**src/rtl/tri_deskew_pkg.sv**
```systemverilog
// Shared definitions for the systolic-array skew/deskew stages.
// Lane word type, default geometry and sizing helpers.
package tri_deskew_pkg;

  localparam int DEF_N      = 8;
  localparam int DEF_DATA_W = 16;
  localparam int DEF_DEPTH  = 4;

  typedef logic [DEF_DATA_W-1:0] lane_t;

  // Width needed to hold an occupancy value in 0..depth.
  function automatic int count_width(input int depth);
    return $clog2(depth + 1);
  endfunction

  // Pointer width; a DEPTH of 2 still needs one bit.
  function automatic int ptr_width(input int depth);
    return (depth <= 2) ? 1 : $clog2(depth);
  endfunction

endpackage

```
**src/rtl/tri_deskew_if.sv**
```systemverilog
// Bus between the systolic array output, the deskew block and its row consumer.
// The slave modport is the deskew side; the master modport is the surrounding logic.
interface tri_deskew_if
  import tri_deskew_pkg::*;
#(
  parameter int N      = DEF_N,
  parameter int DATA_W = DEF_DATA_W,
  parameter int DEPTH  = DEF_DEPTH
);

  logic [DATA_W-1:0]             data_i [N];
  logic [N-1:0]                  valid_i;
  logic [DATA_W-1:0]             data_o [N];
  logic                          valid_o;
  logic                          ready_i;
  logic [count_width(DEPTH)-1:0] count_o;
  logic                          overflow_o;
  logic                          misalign_o;

  modport slave (
    input  data_i, valid_i, ready_i,
    output data_o, valid_o, count_o, overflow_o, misalign_o
  );

  modport master (
    output data_i, valid_i, ready_i,
    input  data_o, valid_o, count_o, overflow_o, misalign_o
  );

endinterface

```
**src/rtl/shift.sv**
```systemverilog
// Fixed-length register delay line; the last tap is the output.
// depth_p must be at least 1.
module shift #(
  parameter int width_p = 1,
  parameter int depth_p = 1
) (
  input  logic               clk,
  input  logic               rst,
  input  logic               enable_i,
  input  logic [width_p-1:0] data_i,
  output logic [width_p-1:0] data_o
);

  logic [width_p-1:0] stage_reg [depth_p];

  always_ff @(posedge clk) begin
    if (rst) begin
      for (int i = 0; i < depth_p; i++) begin
        stage_reg[i] <= '0;
      end
    end else if (enable_i) begin
      stage_reg[0] <= data_i;
      for (int i = 1; i < depth_p; i++) begin
        stage_reg[i] <= stage_reg[i-1];
      end
    end
  end

  assign data_o = stage_reg[depth_p-1];

endmodule

```
**src/rtl/tri_deskew_row_fifo.sv**
```systemverilog
// Row FIFO for the deskew stage: array storage, wrapping pointers, occupancy,
// and a registered head row so the consumer sees a stable word with no bypass.
module row_fifo
  import tri_deskew_pkg::*;
#(
  parameter int DEPTH = DEF_DEPTH,
  parameter int ROW_W = DEF_N * DEF_DATA_W
) (
  input  logic                          clk,
  input  logic                          rst,
  input  logic                          push,
  input  logic [ROW_W-1:0]              wr_row,
  input  logic                          ready,
  output logic [ROW_W-1:0]              head_row,
  output logic                          not_empty,
  output logic [count_width(DEPTH)-1:0] count,
  output logic                          drop
);

  localparam int PTR_W = ptr_width(DEPTH);
  localparam int CNT_W = count_width(DEPTH);

  logic [ROW_W-1:0] mem [DEPTH];
  logic [PTR_W-1:0] wr_ptr_reg, wr_ptr_next;
  logic [PTR_W-1:0] rd_ptr_reg, rd_ptr_next;
  logic [CNT_W-1:0] count_reg, count_next;
  logic [ROW_W-1:0] head_reg;
  logic             full, empty, pop, accept;

  function automatic logic [PTR_W-1:0] ptr_inc(input logic [PTR_W-1:0] p);
    return (p == PTR_W'(DEPTH - 1)) ? '0 : p + 1'b1;
  endfunction

  assign full   = (count_reg == CNT_W'(DEPTH));
  assign empty  = (count_reg == '0);
  assign pop    = !empty && ready;
  // A pop in the same cycle frees the slot, so a full FIFO still accepts.
  assign accept = push && (!full || pop);
  assign drop   = push && full && !pop;

  always_comb begin
    wr_ptr_next = wr_ptr_reg;
    rd_ptr_next = rd_ptr_reg;
    count_next  = count_reg;
    if (accept) wr_ptr_next = ptr_inc(wr_ptr_reg);
    if (pop)    rd_ptr_next = ptr_inc(rd_ptr_reg);
    if (accept && !pop)      count_next = count_reg + 1'b1;
    else if (!accept && pop) count_next = count_reg - 1'b1;
  end

  always_ff @(posedge clk) begin
    if (accept) mem[wr_ptr_reg] <= wr_row;
  end

  // Head register tracks mem[rd_ptr]; the entry behind the head is read one
  // cycle ahead, or the incoming row is taken when it becomes the new head.
  always_ff @(posedge clk) begin
    if (rst) begin
      wr_ptr_reg <= '0;
      rd_ptr_reg <= '0;
      count_reg  <= '0;
      head_reg   <= '0;
    end else begin
      wr_ptr_reg <= wr_ptr_next;
      rd_ptr_reg <= rd_ptr_next;
      count_reg  <= count_next;
      if (pop) begin
        if (count_reg > CNT_W'(1)) head_reg <= mem[ptr_inc(rd_ptr_reg)];
        else if (accept)           head_reg <= wr_row;
        else                       head_reg <= '0;
      end else if (empty && accept) begin
        head_reg <= wr_row;
      end
    end
  end

  assign head_row  = head_reg;
  assign not_empty = !empty;
  assign count     = count_reg;

endmodule

```
**src/rtl/tri_deskew.sv**
```systemverilog
// Removes the per-lane stagger from the systolic array output and queues whole
// rows for a valid/ready consumer, with sticky drop and lane-misalignment flags.
module tri_deskew
  import tri_deskew_pkg::*;
#(
  parameter int N      = DEF_N,
  parameter int DATA_W = DEF_DATA_W,
  parameter int DEPTH  = DEF_DEPTH
) (
  input logic        clk,
  input logic        rst,
  tri_deskew_if.slave bus
);

  localparam int ROW_W = N * DATA_W;

  logic [N-1:0]     aligned_valid;
  logic [ROW_W-1:0] aligned_row;
  logic [ROW_W-1:0] head_row;
  logic             push, drop, lanes_disagree;
  logic             overflow_reg, misalign_reg;

  genvar gi;
  generate
    for (gi = 0; gi < N; gi++) begin : g_lane
      logic [DATA_W:0] tap;
      // Lane j arrives j cycles late, so it is held back N-1-j cycles.
      if (gi < N - 1) begin : g_dly
        shift #(
          .width_p(DATA_W + 1),
          .depth_p(N - 1 - gi)
        ) u_shift (
          .clk      (clk),
          .rst      (rst),
          .enable_i (1'b1),
          .data_i   ({bus.valid_i[gi], bus.data_i[gi]}),
          .data_o   (tap)
        );
      end else begin : g_pass
        assign tap = {bus.valid_i[gi], bus.data_i[gi]};
      end
      assign aligned_valid[gi]                   = tap[DATA_W];
      assign aligned_row[gi*DATA_W +: DATA_W]    = tap[DATA_W-1:0];
      assign bus.data_o[gi]                      = head_row[gi*DATA_W +: DATA_W];
    end
  endgenerate

  assign push           = aligned_valid[0];
  assign lanes_disagree = (aligned_valid != '0) && (aligned_valid != '1);

  row_fifo #(
    .DEPTH (DEPTH),
    .ROW_W (ROW_W)
  ) u_fifo (
    .clk       (clk),
    .rst       (rst),
    .push      (push),
    .wr_row    (aligned_row),
    .ready     (bus.ready_i),
    .head_row  (head_row),
    .not_empty (bus.valid_o),
    .count     (bus.count_o),
    .drop      (drop)
  );

  always_ff @(posedge clk) begin
    if (rst) begin
      overflow_reg <= 1'b0;
      misalign_reg <= 1'b0;
    end else begin
      overflow_reg <= overflow_reg | drop;
      misalign_reg <= misalign_reg | lanes_disagree;
    end
  end

  assign bus.overflow_o = overflow_reg;
  assign bus.misalign_o = misalign_reg;

endmodule
```
**src/flat_wrapper.sv**
```systemverilog
// flat-port wrapper written by rule: the top's interface ports become plain ports
module tri_deskew_flat import tri_deskew_pkg::*;
#(
  parameter int N      = DEF_N,
  parameter int DATA_W = DEF_DATA_W,
  parameter int DEPTH  = DEF_DEPTH
)
  (clk, rst, bus_data_i, bus_valid_i, bus_ready_i, bus_data_o, bus_valid_o, bus_count_o, bus_overflow_o, bus_misalign_o);
  tri_deskew_if #(.N(N), .DATA_W(DATA_W), .DEPTH(DEPTH)) bus_i ();
  input logic clk;
  input logic rst;
  input wire logic [$bits(bus_i.data_i)-1:0] bus_data_i;
  input wire logic [$bits(bus_i.valid_i)-1:0] bus_valid_i;
  input wire logic [$bits(bus_i.ready_i)-1:0] bus_ready_i;
  output wire logic [$bits(bus_i.data_o)-1:0] bus_data_o;
  output wire logic [$bits(bus_i.valid_o)-1:0] bus_valid_o;
  output wire logic [$bits(bus_i.count_o)-1:0] bus_count_o;
  output wire logic [$bits(bus_i.overflow_o)-1:0] bus_overflow_o;
  output wire logic [$bits(bus_i.misalign_o)-1:0] bus_misalign_o;
  assign bus_i.data_i = {>>{bus_data_i}};
  assign bus_i.valid_i = bus_valid_i;
  assign bus_i.ready_i = bus_ready_i;
  assign bus_data_o = {>>{bus_i.data_o}};
  assign bus_valid_o = bus_i.valid_o;
  assign bus_count_o = bus_i.count_o;
  assign bus_overflow_o = bus_i.overflow_o;
  assign bus_misalign_o = bus_i.misalign_o;
  tri_deskew #(.N(N), .DATA_W(DATA_W), .DEPTH(DEPTH)) u_core (.clk(clk), .rst(rst), .bus(bus_i));
endmodule
```
**config.mk**
```make
export PLATFORM = sky130hd
export DESIGN_NAME = tri_deskew_flat
export DESIGN_NICKNAME = d
export VERILOG_FILES = /design/src/rtl/tri_deskew_pkg.sv /design/src/rtl/tri_deskew_if.sv /design/src/rtl/shift.sv /design/src/rtl/tri_deskew_row_fifo.sv /design/src/rtl/tri_deskew.sv /design/src/flat_wrapper.sv
export SDC_FILE = /design/constraint.sdc
export NUM_CORES = 1
export LEC_CHECK = 0
export CAP_MARGIN = 20
export CORE_UTILIZATION = 56
export CTS_BUF_LIST = sky130_fd_sc_hd__clkbuf_2
export DETAILED_ROUTE_END_ITERATION = 8
export PLACE_DENSITY = 0.75
export SYNTH_ARGS = -nofsm -noshare
export SYNTH_HDL_FRONTEND = slang
export SYNTH_HIERARCHICAL = 1
export SYNTH_SLANG_ARGS = --single-unit
```
**constraint.sdc**
```tcl
create_clock -name clk -period 15.1 [get_ports clk]
set_input_delay 4.53 -clock clk [delete_from_list [all_inputs] [get_ports clk]]
set_output_delay 4.53 -clock clk [all_outputs]
set_load 0.02 [all_outputs]
```
## After elaboration in Yosys (flattened, before gate mapping)

Memory sizes are Yosys's and may differ from the RTL's.
Cells that the tools add are included.

- Memories: 8
- Logic and storage cells: 112
- Register bits after elaboration: 137
- Bits in writable memories: 988
- Input bits: 139
- Output and inout port bits: 134

- Equal/unequal tests: 4
- Bitwise gates (word level): 29
- Add/subtract/negate cells: 4
- Muxes and demuxes: 42
- Reduce and logical (&&, ||, !) cells: 18
- $lt $le $gt $ge: 1

Memory list:

| memory | words | bits a word | read ports | clocked after Yosys merged registers in | write ports | RTL line | text |
|---|---|---|---|---|---|---|---|
| u_core.u_fifo.mem | 4 | 128 | 1 | 0 | 1 | tri_deskew_row_fifo.sv:23 | `logic [ROW_W-1:0] mem [DEPTH];` |
| u_core.g_lane[0].g_dly.u_shift.stage_reg | 7 | 17 | 7 | 0 | 7 | shift.sv:14 | `logic [width_p-1:0] stage_reg [depth_p];` |
| u_core.g_lane[1].g_dly.u_shift.stage_reg | 6 | 17 | 6 | 0 | 6 | shift.sv:14 |  |
| u_core.g_lane[2].g_dly.u_shift.stage_reg | 5 | 17 | 5 | 0 | 5 | shift.sv:14 |  |
| u_core.g_lane[3].g_dly.u_shift.stage_reg | 4 | 17 | 4 | 0 | 4 | shift.sv:14 |  |
| u_core.g_lane[4].g_dly.u_shift.stage_reg | 3 | 17 | 3 | 0 | 3 | shift.sv:14 |  |
| 2 more memories | - | - | - | - | - | - |  |

Operators with widths:

| operator | count |
|---|---|
| 128-bit 2-to-1 mux | 4 |
| 17-bit 2-to-1 mux | 28 |
| 1-bit bitwise OR | 29 |
| 17-bit OR reduction | 1 |
| 1-bit logical AND | 8 |
| 8-bit inequality test (second input constant) | 1 |
| 8-bit nonzero test | 1 |
| 1-bit 2-to-1 mux | 6 |
| 3-bit 2-to-1 mux | 2 |
| 2-bit by 1-bit adder with 2-bit output (second input constant) | 2 |
| 2-bit == test (second input constant) | 2 |
| 1-bit logical NOT | 4 |
| 2-bit 2-to-1 mux | 2 |
| 2-bit nonzero test | 2 |
| 3-bit by 1-bit adder with 3-bit output (second input constant) | 1 |
| 3-bit == test (second input constant) | 1 |
| 3-bit by 1-bit greater-than comparator with 1-bit output (second input constant) | 1 |
| 3-bit logical NOT | 1 |
| 3-bit by 1-bit subtractor with 3-bit output (second input constant) | 1 |
| 1-bit logical OR | 1 |

## Longest topological paths before layout

Gate-level depths: netlist of the first run.

- Depth after elaboration: 9
- Gate-level depth with buffers: 10

## Modules after synthesis

Netlist of the first run, hierarchy kept.

Modules (own cells, without submodules):

| module | times used | cells each | area each (um^2) |
|---|---|---|---|
| row_fifo | 1 | 1,486 | 25,331.8 |
| shift (u_core.g_lane[0].g_dly.u_shift) | 1 | 280 | 4,953.5 |
| shift (u_core.g_lane[1].g_dly.u_shift) | 1 | 244 | 4,296.6 |
| shift (u_core.g_lane[2].g_dly.u_shift) | 1 | 189 | 3,477.1 |
| shift (u_core.g_lane[3].g_dly.u_shift) | 1 | 151 | 2,752.6 |
| shift (u_core.g_lane[4].g_dly.u_shift) | 1 | 130 | 2,225.9 |
| shift (u_core.g_lane[5].g_dly.u_shift) | 1 | 92 | 1,525.2 |
| shift (u_core.g_lane[6].g_dly.u_shift) | 1 | 37 | 696.9 |
| tri_deskew | 1 | 13 | 93.8 |

## Worst setup path after synthesis of the first run

OpenSTA, ideal clock, no wires.

- Kind: input port to flip-flop
- From: in bus_ready_i
- To: mem u_core/u_fifo/mem[1][0] (netlist bit) (enable)
- Data arrival time: 7.901 ns
- Stages on the path: 3
- Buffers on the path: 1
- Setup time: 0.503 ns
- Required time: 14.597 ns
- Slack: 6.696 ns
- Cells stage by stage: buf_2 -> nand3b_1 -> and3_1

- Cells in the longest elaborated chain, start to end: 5

Ends and longest elaborated chain:

| what | RTL line | text |
|---|---|---|
| start, declared | flat_wrapper.sv:14 | `input wire logic [$bits(bus_i.ready_i)-1:0] bus_ready_i;` |
| 1-bit logical AND | tri_deskew_row_fifo.sv:36 | `assign pop = !empty && ready;` |
| 1-bit logical OR | tri_deskew_row_fifo.sv:38 | `assign accept = push && (!full \|\| pop);` |
| 1-bit logical AND | tri_deskew_row_fifo.sv:38 |  |
| 1-bit 2-to-1 mux | tri_deskew_row_fifo.sv:52 | `if (accept) mem[wr_ptr_reg] <= wr_row;` |
| 1-bit 2-to-1 mux (implied by the code) | tri_deskew_row_fifo.sv:52 |  |
| end, declared | tri_deskew_row_fifo.sv:23 |  |

No other way between the ends.

## Final worst setup path of the first run

- From: reg u_core.u_fifo.count_reg[0], in the netlist u_core/u_fifo/count[0]
- To: out bus_valid_o

- Cells in the longest elaborated chain, start to end: 2

Ends and longest elaborated chain:

| what | RTL line | text |
|---|---|---|
| start, declared | tri_deskew_row_fifo.sv:26 | `logic [CNT_W-1:0] count_reg, count_next;` |
| start signal, assigned | tri_deskew_row_fifo.sv:66 | `count_reg <= count_next;` |
| 3-bit logical NOT | tri_deskew_row_fifo.sv:35 | `assign empty = (count_reg == '0);` |
| 1-bit logical NOT | tri_deskew_row_fifo.sv:78 | `assign not_empty = !empty;` |
| end, declared | flat_wrapper.sv:16 | `output wire logic [$bits(bus_i.valid_o)-1:0] bus_valid_o;` |

No other way between the ends.

==> impl_metrics.py, run 1 <==
metrics = {
    "yosys": {
        "synth-main-ff-cell": "edfxtp_1",
        "ys_types": 42,
        "ys_ff_latch": 1125,
        "ys_top_cells_by_count": "988 x edfxtp_1, 354 x and3b_1, 139 x nor2_1, 137 x dfxtp_1, 130 x nand3_1",
        "avgSynthCellArea_um2": 17.3,
        "synth.most_common_cell": "edfxtp_1",
        "synth_edf_count": 988,
        "synthTopCellsByArea": "edfxtp_1 65%, and3b_1 6.8%, mux4_2 6.4%",
        "synth_top_area_cell": "edfxtp_1",
        "synthArstFlopShare_pct": 0,
        "yosysWarningCount": 6,
        "syn_area_um2": 45400,
        "postSynthCellCount": 2622,
        "ys_seq_area_share_pct": 71.5,
        "synth_top_area_share_pct": 65.4,
    },
    "critical_path": {
        "worst_path_max_delay_cell": "clkdlybuf4s50_1",
        "critPathCaptureType": "output pin",
        "max_stage_delay_ns": 0.71,
        "crit_family": "buffers and inverters",
        "required_ns": 10.57,
        "worstPathMaxFanout": 6,
        "worstPathCellList": "inv_1 > ha_1 > nand2b_1 > clkdlybuf4s50_1",
        "start_kind": "flip-flop",
        "criticalPathCategory": "reg2out",
        "cp.arrival_ns": 3.29,
        "path_buf_inv": 2,
    },
    "global_route": {
        "antenna_found_initial": 4,
        "grt_usage_pct": 22.4,
        "grt-ovfl-total": 0,
        "grt_pass1_vias": 25540,
        "grt_max_degree": 274,
        "grt_pass1_wl_um": 141000,
    },
    "clocking": {
        "clk_pin_slew_ns": 0.10,
        "clk_latency_ns": 1.39,
        "cts_resized": 0,
        "clkSinkCount": 1125,
        "clockRootBuffer": "clkbuf_2",
        "cts_tree": "done",
        "cts_buffer_depth": 4,
        "numCtsBuffers": 296,
        "cts_setup_buffers": 0,
        "cts_hold_buf": 0,
        "htreeDepth": 5,
    },
    "routing": {
        "wl_met1_um": 36100,
        "route.vias.total": 24470,
        "route.met2.wl_um": 45600,
        "drtAntennaViolNets": 0,
        "drtIter0Drc": 2098,
        "first_pass_iters": 8,
        "viasPerCell": 5.81,
        "dr_wl_met3_um": 7380,
        "routedWlPerCell_um": 21.6,
        "highest_layer": "met5",
        "drcViolationCount": 0,
        "totalWireLength_um": 91000,
    },
    "pwr": {
        "power_uw": 7900,
        "p_per_area_nw_per_um2": 157,
        "p_leak_uw": 0.0192,
        "peakVddDrop_uv": 111,
    },
    "sta": {
        "skew_ns": 0.118,
        "slew_headroom_pct": -174,
        "rsz0062_at_grt": "no",
        "setup_violations": 0,
        "period_share_pct": 51.8,
        "worst_slew_pin_slew_ns": 4.11,
        "tns_ns": 0,
        "final_hold_viol_count": 0,
        "fmax_ghz": 0.128,
        "finalCriticalPeriod_ns": 7.82,
        "slew_viol_final": 378,
    },
    "floorplanning": {
        "io_pins": 273,
        "core_area_um2": 79500,
        "start_util_pct": 57.0,
        "die_h_um": 287,
        "num_rows": 103,
        "dieArea_um2": 82100,
        "die_w_um": 287,
    },
    "placement": {
        "gp_congestion": 0.754,
        "io_buffers": 272,
        "hpwl_um": 49500,
    },
    "final_layout": {
        "nFillCells": 5688,
        "nets": 3103,
        "largest_register_ffs": 512,
        "drive_gt1_share_pct": 23.2,
        "area_delta_synth_final_pct": 11.2,
    },
    "flow_run": {
        "cap_violations": 0,
    },
    "status": {
        "violations": "max-slew violations",
        "outcome": "finished with violations",
    },
    "hold_path": {
        "hold_path_class": "reg2reg",
    },
}
metrics by stage:
step | utilization (%) | hold WS (ns) | setup slack (ns) | cell area [um2] | instances
after CTS | 63.2 | 0.435 | 7.05 | 50300 | 4205
final | 63.4 | 0.457 | 7.28 | 50400 | 4213
after global placement | 60.0 | 0.454 | 7.35 | 47700 | 3699
after detailed placement | 60.0 | 0.453 | 7.19 | 47700 | 3700
after global routing | 63.4 | 0.467 | 7.00 | 50400 | 4213
after floorplan | - | 0.440 | 6.70 | 45500 | 2664
layer usage:
metal	vias to the layer above	track usage (%)
met3	143	5.81
li1	11168	-
met1	12124	28.4
met4	2	8.36
met2	1033	37.2
met5	-	0
cells by family (layout without fill, tap and decap cells):
kind of cell | Yosys count | count (layout) | synth area share [%]
xor gates and xnor gates | 2 | 2 | 0.0386
buffers and inverters | 315 | 812 | 4.70
DFF | 1125 | 1125 | 71.5
other | 1 | 45 | 0.00827
adders and majority gates | 10 | 10 | 0.276
AOI/OAI and AO/OA | 269 | 269 | 4.76
and+or+nand+nor | 770 | 770 | 12.3
muxes | 130 | 130 | 6.43
placed cells by master (no fill, tap or decap), types with 6 or more instances in the layout:
| cell | instances |
|---|---|
| a21oi_1 | 9 |
| a311oi_1 | 127 |
| and2b_1 | 11 |
| and3b_1 | 354 |
| and3b_2 | 105 |
| buf_16 | 6 |
| buf_4 | 20 |
| clkbuf_2 | 437 |
| clkdlybuf4s50_1 | 270 |
| clkinv_1 | 50 |
| clkinv_2 | 8 |
| conb_1 | 43 |
| dfxtp_1 | 136 |
| edfxtp_1 | 988 |
| ha_1 | 9 |
| inv_1 | 7 |
| mux4_2 | 128 |
| nand3_1 | 129 |
| nor2_1 | 139 |
| nor2b_1 | 6 |
| o211ai_1 | 127 |
layout make-up:
class	instances	area, um2	area share [%]
Antenna cell	2	5.00	0.00992
Clock buffer	437	2190	4.34
Clock inverter	68	397	0.786
Inverter	8	32.5	0.0645
Multi-Input combinational cell	1224	11000	21.9
Sequential cell	1125	32400	64.3
Tap cell	1050	1310	2.60
Timing Repair Buffer	299	3070	6.09
report_power, final:
group | total [uW] | internal, uW | switching [uW]
Clock | 2010 | 851 | 1160
Combinational | 2000 | 804 | 1190
Sequential | 3890 | 3690 | 205
Total | 7900 | 5340 | 2560
worst paths after layout:
kind / end / slack, ns / startpoint / depth (start not counted)
setup / recovery: bus_valid_o / 7.28 / u_core/u_fifo/count[0] / 4
hold reg to reg: u_core/u_fifo/mem[1][78] / 0.46 / flip-flop / 0
setup reg to reg: u_core/u_fifo/head_row[120] / 11.37 / u_core/u_fifo/count[0] / 8
hold / removal: u_core/u_fifo/mem[1][78] / 0.46 / flip-flop / 0
Power figures use the tool's default switching activity.
==> run 2, diff against run 1 <==
Clock period 15.1 ns to 7.8 ns, I/O delays scaled along.
==> impl_metrics.py, run 2 (synthesis gave the netlist of run 1 again) <==
metrics = {
    "status": {
        "violations": "max-slew violations",
        "outcome": "finished with violations",
    },
    "sta": {
        "setup_violations": 0,
        "fmax_ghz": 0.174,
        "slew_viol_final": 378,
        "period_share_pct": 73.8,
        "holdWs_ns": 0.458,
        "rsz0062_at_grt": "no",
        "worst_slew_pin_slew_ns": 4.14,
        "slew_headroom_pct": -176,
        "skew_ns": 0.121,
        "finalCriticalPeriod_ns": 5.76,
        "tns_ns": 0,
        "final_hold_viol_count": 0,
    },
    "routing": {
        "route.vias.total": 24466,
        "first_pass_iters": 5,
        "totalWireLength_um": 90400,
        "drcViolationCount": 0,
        "drtIter0Drc": 2158,
        "routedWlPerCell_um": 21.4,
        "drtAntennaViolNets": 0,
        "viasPerCell": 5.80,
    },
    "global_route": {
        "grt_usage_pct": 22.2,
        "grt_pass1_vias": 25169,
        "grt_pass1_wl_um": 140000,
        "grt-busiest-layer": "met2",
        "grt_max_degree": 193,
        "grt_use_met3_pct": 5.65,
        "met1_usage_pct": 27.9,
        "grt-ovfl-total": 0,
        "use_met2_pct": 36.9,
        "antenna_found_initial": 7,
    },
    "floorplanning": {
        "io_pins": 273,
        "start_util_pct": 57.0,
        "core_area_um2": 79500,
        "die_h_um": 287,
        "dieArea_um2": 82100,
        "die_w_um": 287,
        "num_rows": 103,
    },
    "hold_path": {
        "hold_path_class": "reg2reg",
    },
    "final_layout": {
        "area_delta_synth_final_pct": 10.8,
        "final_common_cell": "edfxtp_1",
        "drive_gt1_share_pct": 22.8,
        "final_area_um2": 50300,
        "mostFrequentLayoutCells": "988 x edfxtp_1, 438 x clkbuf_2, 354 x and3b_1",
        "largest_register_ffs": 512,
        "nets": 3101,
        "nFillCells": 5621,
    },
    "flow_run": {
        "cap_violations": 0,
    },
    "critical_path": {
        "worstPathCellList": "inv_1 > ha_1 > nand2b_1 > clkdlybuf4s50_1",
        "worstSetupEndpoint": "bus_valid_o",
        "required_ns": 5.46,
        "start_kind": "flip-flop",
        "r2r-end": "u_core/u_fifo/head_row[125]",
        "ff2ff_setup_slack_ns": 4.21,
        "crit_start": "u_core/u_fifo/count[0]",
        "cp.arrival_ns": 3.42,
        "worst_path_max_delay_cell": "clkdlybuf4s50_1",
        "critPathCaptureType": "output pin",
        "criticalPathCategory": "reg2out",
        "max_stage_delay_ns": 0.71,
        "worstPathMaxFanout": 6,
        "r2r_cells": 7,
        "r2r_start": "u_core/u_fifo/count[0]",
    },
    "placement": {
        "placed_cell_area_um2": 47700,
        "io_buffers": 272,
        "hpwl_um": 49600,
        "gp_congestion": 0.767,
    },
    "clocking": {
        "clockRootBuffer": "clkbuf_2",
        "clk_latency_ns": 1.44,
        "cts_setup_buffers": 0,
        "clkSinkCount": 1125,
        "numCtsBuffers": 295,
        "clk_pin_slew_ns": 0.11,
        "cts_tree": "done",
        "htreeDepth": 5,
        "cts_hold_buf": 0,
        "cts_resized": 0,
        "cts_buffer_depth": 4,
    },
    "pwr": {
        "seqPwrFrac_pct": 49.8,
        "power_uw": 15100,
        "p_sw_share_pct": 32.6,
        "switchingPower_uw": 4940,
        "clockPowerShare_pct": 25.0,
        "comb_power_share_pct": 25.2,
        "cellInternalPower_uw": 10200,
        "p_leak_uw": 0.0191,
        "peakVddDrop_uv": 333,
        "p_per_area_nw_per_um2": 301,
    },
}
run 2: changes by cell type in the layout (fill, tap and decap cells not counted), sizes merged:
cell	delta
diode	+2
bufinv	-4
inv	-2
clkinv	+9
clkbuf	+1
clkinvlp	+1
buf	-1
run 2: how the worst min path moves through the flow:
| stage | from | end | cells after the start |
|---|---|---|---|
| 6_report | flip-flop | u_core/u_fifo/mem[2][15] | 0 |
| 5_1_grt | flip-flop | flip-flop | 1 |
| 4_1_cts | flip-flop | flip-flop | 1 |
| 3_5_place_dp | u_core/bus.misalign_o | u_core/bus.misalign_o | 2 |
| 3_3_place_gp | u_core/bus.misalign_o | u_core/bus.misalign_o | 2 |
| 2_1_floorplan | u_core/u_fifo/rd_ptr_reg[1] | u_core/u_fifo/rd_ptr_reg[1] | 2 |
run 2: metal layers:
metal	vias to the layer above	share of wire [%]	wire length [um]
met5	-	0.023	21
met4	4	2.3	2110
met3	189	8.0	7200
met2	1012	50	45100
met1	12095	40	36000
li1	11166	-	-
run 2: area by class of cell:
type / count / area [um2] / share of cell area, %
multi-input combinational: 1224 / 11000 / 21.9
tap: 1050 / 1310 / 2.61
sequential: 1125 / 32400 / 64.5
antenna: 4 / 10.0 / 0.0199
clock buffer: 438 / 2190 / 4.36
timing repair buffer: 298 / 2960 / 5.89
inverter: 8 / 32.5 / 0.0647
clock inverter: 72 / 305 / 0.608
run 2: power by group through the flow:
stage / Clock, uW / Sequential (uW) / Combinational, uW
finish: 3780 / 7540 / 3820
global route: 4220 / 7600 / 4070
CTS: 3920 / 7580 / 3760
detailed placement: 0 / 7710 / 3750
global placement: 0 / 7670 / 3680
floorplan: 0 / 7800 / 2400
run 2: through the flow:
step / instances / worst slack [ns] / util (%)
global placement: 3704 / 2.63 / 60.0
detailed placement: 3704 / 2.51 / 60.0
floorplan: 2664 / 1.59 / -
finish: 4219 / 2.04 / 63.2
CTS: 4214 / 1.84 / 63.2
global route: 4217 / 1.85 / 63.2
run 2: critical path: cells and delay by family, from the launching register on:
kind	cells	cell delay (ns)
buffers and inverters	2	0.83
adders and majority gates	1	0.30
DFF	1	0.51
and+or+nand+nor	1	0.41
